`src/rtl/spike_window_counter.sv`:
```
// Spike-rate decoder: counts spikes over a programmable window of enabled cycles, results go out on a valid/ack handshake.
// Optional first-spike latency capture is built when SPIKE_LATENCY_EN is defined.
module spike_window_counter #(
    parameter int COUNT_BITS = 8
) (
    input  logic                  clk,
    input  logic                  reset,
    input  logic                  enable,
    input  logic                  spike,
    input  logic [2:0]            window_log2,
    input  logic                  count_ack,
    output logic [COUNT_BITS-1:0] count,
    output logic                  count_valid,
    output logic                  saturated,
    output logic                  overrun,
    output logic [10:0]           first_spike
);

    localparam logic [COUNT_BITS-1:0] ACC_MAX = {COUNT_BITS{1'b1}};
    localparam logic [COUNT_BITS-1:0] ACC_ONE = {{(COUNT_BITS-1){1'b0}}, 1'b1};

    logic [2:0]            win_cfg_r;
    logic [9:0]            cyc_cnt_r;
    logic [COUNT_BITS-1:0] acc_r;
    logic [9:0]            win_len_m1_s;
    logic                  win_last_s;
    logic [COUNT_BITS-1:0] acc_inc_s;

    // Window length decode, window-end detect and saturating accumulator increment.
    always_comb begin
        win_len_m1_s = 10'd7;
        case (win_cfg_r)
            3'd0:    win_len_m1_s = 10'd7;
            3'd1:    win_len_m1_s = 10'd15;
            3'd2:    win_len_m1_s = 10'd31;
            3'd3:    win_len_m1_s = 10'd63;
            3'd4:    win_len_m1_s = 10'd127;
            3'd5:    win_len_m1_s = 10'd255;
            3'd6:    win_len_m1_s = 10'd511;
            3'd7:    win_len_m1_s = 10'd1023;
            default: win_len_m1_s = 10'd7;
        endcase
        win_last_s = enable && (cyc_cnt_r == win_len_m1_s);
        if (spike && (acc_r != ACC_MAX)) begin
            acc_inc_s = acc_r + ACC_ONE;
        end else begin
            acc_inc_s = acc_r;
        end
    end

    // Cycle counter, accumulator and window configuration; the config only changes at a window boundary.
    always_ff @(posedge clk) begin
        if (reset) begin
            cyc_cnt_r <= 10'd0;
            acc_r     <= {COUNT_BITS{1'b0}};
            win_cfg_r <= window_log2;
        end else if (win_last_s) begin
            cyc_cnt_r <= 10'd0;
            acc_r     <= {COUNT_BITS{1'b0}};
            win_cfg_r <= window_log2;
        end else if (enable) begin
            cyc_cnt_r <= cyc_cnt_r + 10'd1;
            acc_r     <= acc_inc_s;
        end
    end

    // Result register and handshake; an ack coinciding with a window end counts as consumed, so no overrun.
    always_ff @(posedge clk) begin
        if (reset) begin
            count       <= {COUNT_BITS{1'b0}};
            count_valid <= 1'b0;
            saturated   <= 1'b0;
            overrun     <= 1'b0;
        end else if (win_last_s) begin
            count       <= acc_inc_s;
            saturated   <= (acc_inc_s == ACC_MAX);
            count_valid <= 1'b1;
            if (count_valid && !count_ack) begin
                overrun <= 1'b1;
            end
        end else if (count_valid && count_ack) begin
            count_valid <= 1'b0;
        end
    end

`ifdef SPIKE_LATENCY_EN
    logic [10:0] fs_cap_r;
    logic [10:0] fs_next_s;

    // First spike of the window wins; the window-end spike is included via fs_next_s.
    always_comb begin
        if (spike && (fs_cap_r == 11'h7FF)) begin
            fs_next_s = {1'b0, cyc_cnt_r};
        end else begin
            fs_next_s = fs_cap_r;
        end
    end

    // Capture register and its latched copy on the result side.
    always_ff @(posedge clk) begin
        if (reset) begin
            fs_cap_r    <= 11'h7FF;
            first_spike <= 11'h7FF;
        end else if (win_last_s) begin
            first_spike <= fs_next_s;
            fs_cap_r    <= 11'h7FF;
        end else if (enable) begin
            fs_cap_r <= fs_next_s;
        end
    end
`else
    assign first_spike = 11'h7FF;
`endif

endmodule
```
`config.mk`:
```
export PLATFORM = sky130hd
export DESIGN_NAME = spike_window_counter
export DESIGN_NICKNAME = d
export VERILOG_FILES = /design/src/rtl/spike_window_counter.sv
export SDC_FILE = /design/constraint.sdc
export NUM_CORES = 1
export LEC_CHECK = 0
export CAP_MARGIN = 20
export CORE_MARGIN = 10
export CORE_UTILIZATION = 50
export CTS_BUF_LIST = sky130_fd_sc_hd__clkbuf_4
export DETAILED_ROUTE_END_ITERATION = 10
export GPL_TIMING_DRIVEN = 0
export PLACE_DENSITY = 0.75
export SLEW_MARGIN = 20
export SYNTH_ARGS = -nofsm -noshare
export SYNTH_HDL_FRONTEND = slang
export SYNTH_SLANG_ARGS = --single-unit
export TNS_END_PERCENT = 1
```
`constraint.sdc`:
```
create_clock -name clk -period 3.71 [get_ports clk]
set_input_delay 0.5565 -clock clk [delete_from_list [all_inputs] [get_ports clk]]
set_output_delay 0.5565 -clock clk [all_outputs]
set_load 0.01 [all_outputs]
```
==> run_results.csv <==
group,metric,value,unit
synthesis,syn_avg_cell_area,8.77,µm²
clock_tree,clockBufferDepth,2,
cells_and_area,multiInputGateArea,0.00104,mm²
run,maxCapViolCount,0,
synthesis,synth_area_leaders,"dfxtp_1 37%, mux2i_1 8.6%, xor2_1 6.7%",
sta,rsz0062_at_grt,"no",
sta,fmax,456,MHz
synthesis,syn_inst,225,
sta,worst_pin_slew,574,ps
grt,track_usage,11.6,%
synthesis,synth_edf_count,3,
synthesis,synth-seq-cells,39,
worst_setup_path,worstPathCellList,"clkdlybuf4s50_1 -> and3_1 -> nand4_1 -> nand2b_1 -> buf_2 -> buf_2",
synthesis,ys_seq_area_share,41.1,%
route,drt_iter0_drc,133,
place,dp.final_hpwl,2910,µm
floorplan,die_w,82.8,µm
worst_setup_path,slowest_stage,"clkdlybuf4s50_1",
worst_setup_path,worst-r2r-setup-slack,1630,ps
grt,antenna_found_initial,0,
floorplan,die_y,82.8,µm
cells_and_area,syn_to_final_growth,17.9,%
worst_setup_path,cp-start-kind,"primary input",
synthesis,synth_top_area_share,36.5,%
clock_tree,clk-insertion-delay-late,350,ps
run_status,status,"finished, final reports clean",
pwr,cellLeakagePower,0.993,nW
route,wl_met3,227,µm
pwr,totalPowerFinal,0.795,mW
pwr,power_density,342,mW/mm²
floorplan,num_rows,22,
route,vias_per_cell,5.11,
route,antenna_left,0,
route,drc_errors,0,
worst_setup_path,slowest_delay,500,ps
cells_and_area,drive_gt1_share,13.4,%
route,wire_per_inst,12.7,µm
sta,finClkSkew,13.3,ps
grt,grt.overflow.total,0,
clock_tree,cts_setup_buffers,0,
floorplan,design.core.area,0.00374,mm²
clock_tree,post_cts_resized,0,
min_path,whs_path_depth,2,
cells_and_area,final_cell_mix,"36 x dfxtp_1, 29 x nor2_1, 20 x nand2_1, 18 x clkdlybuf4s50_1, 17 x mux2i_1",
floorplan,initial_core_util,52.7,%
min_path,min_path_type,"reg2reg",
place,io_buffer_count,18,
synthesis,synth_area,0.00197,mm²
sta,fin_tns_setup,0,ps
route,wl_met1,1710,µm
floorplan,die-area,0.00686,mm²
worst_setup_path,worstPathArrival,2240,ps
route,dr_wl_met2,1890,µm
route,topRoutingLayerUsed,"met4",
cells_and_area,final_common_cell,"dfxtp_1",
place,gp_congestion,0.870,
clock_tree,clk_transition_reported_paths,110,ps
worst_setup_path,path_max_fanout,12,
sta,post-route-min-period,2190,ps
synthesis,ys_types,37,
clock_tree,cts_root_buf,"clkbuf_4",
sta,fin_crit_sh,59.1,%
route,vias,1580,
cells_and_area,diodes,0,
synthesis,async_reset_ff_share,0,%
cells_and_area,postLayoutCellArea,0.00233,mm²
synthesis,synthDominantAreaCellType,"dfxtp_1",
worst_setup_path,required,3760,ps
worst_setup_path,crit_path_end_kind,"register",
grt,grt_pass1_vias,1560,
sta,hold_viol,0,
sta,finalSetupViolations,0,
worst_setup_path,crit_top_cell,"buf_2",
pwr,ir_worst_vdd,0.240,mV
grt,grt_start_max_net_pins,13,
worst_setup_path,worstRegToRegCells,7,
synthesis,yosys_warnings,0,
route,drt_pass1_iterations,5,
clock_tree,cts_tree,"done",
sta,slew_viol_final,0,
synthesis,synth_top_flop_cell,"dfxtp_1",
clock_tree,hold_buffers,0,
clock_tree,numCtsBuffers,5,
cells_and_area,nNetsFinal,270,
sta,slew_headroom,61.8,%
worst_setup_path,critical_path_class,"in2reg",
cells_and_area,final-seq-area,811,µm²
clock_tree,cts.sinks,39,
place,placed_cell_area,0.00225,mm²
cells_and_area,fill_cells,354,
clock_tree,cts_htree_levels,2,
route,routed_wl,3920,µm
floorplan,num_io_pins,30,
grt,grt_pass1_wl,6960,µm
-- final timing paths --
kind / end / startpoint
hold / removal: count[6] / count[6]
setup reg to reg: saturated / acc_r[1]
setup / recovery: win_cfg_r[2] / enable
hold reg to reg: count[6] / count[6]
-- through the flow --
stage	instances	worst slack [ps]	utilization, %	hold slack, ps
2_1_floorplan	235	1950	-	476
3_3_place_gp	301	1130	60.1	439
3_5_place_dp	301	1120	60.1	451
4_1_cts	309	1510	62.2	468
5_1_grt	309	1400	62.2	512
6_report	309	1520	62.2	467
-- state kept, by name, summed over array words and instances (netlist names) --
| signal | count |
|---|---|
| saturated | 1 |
| cyc_cnt_r | 10 |
| overrun | 1 |
| acc_r | 8 |
| win_cfg_r | 3 |
| win_len_m1_s | 7 |
| count_valid | 1 |
| count | 8 |
-- layer usage --
metal  track usage [%]  up-vias
met5                 0        -
met4              5.54        0
met3              3.91        7
met2              19.6       44
met1              12.6      715
li1                  -      814
-- worst max-delay path: cells and delay by family --
kind | cells | cell delay [ps]
AND/OR/NAND/NOR | 3 | 660
buffers and inverters | 3 | 1030
-- cell usage after synthesis, drive strengths merged, types with 2 or more instances --
cell	count
nand4	5
nand2b	3
nor3	5
mux2i	17
inv	3
and3	6
buf	21
nand3	11
mux2	5
o21ai	7
nor2b	2
xnor2	6
ha	2
dfxtp	36
nor2	29
edfxtp	3
nand3b	2
clkbuf	3
or3	2
a21oi	9
nand2	20
xor2	15
-- logic make-up (layout without fill, tap and decap cells) --
logic type,count (synthesis),count (layout),synth area share (%)
adders and majority gates,2,2,1.27
muxes,22,22,11.5
other,1,11,0.190
xor gates and xnor gates,21,21,9.32
and+or+nand+nor,89,89,21.3
DFF,39,39,41.1
AOI/OAI and AO/OA,24,24,7.48
buffers and inverters,27,53,7.86
-- where the power goes --
group / leakage, nW / internal [mW] / switching, mW
Combinational: 0.629 / 0.0341 / 0.0369
Sequential: 0.322 / 0.437 / 0.00919
Clock: 0.0426 / 0.139 / 0.139
Total: 0.993 / 0.610 / 0.185
-- layout make-up --
class | count | share of cell area (%)
tap | 48 | 2.58
inverter | 3 | 0.484
multi-input combinational | 169 | 44.9
clock buffer | 5 | 1.61
sequential | 39 | 34.8
timing repair buffer | 18 | 7.74
clock inverter | 3 | 1.67
buffer | 24 | 6.18
(Power assumes the default switching activity.)
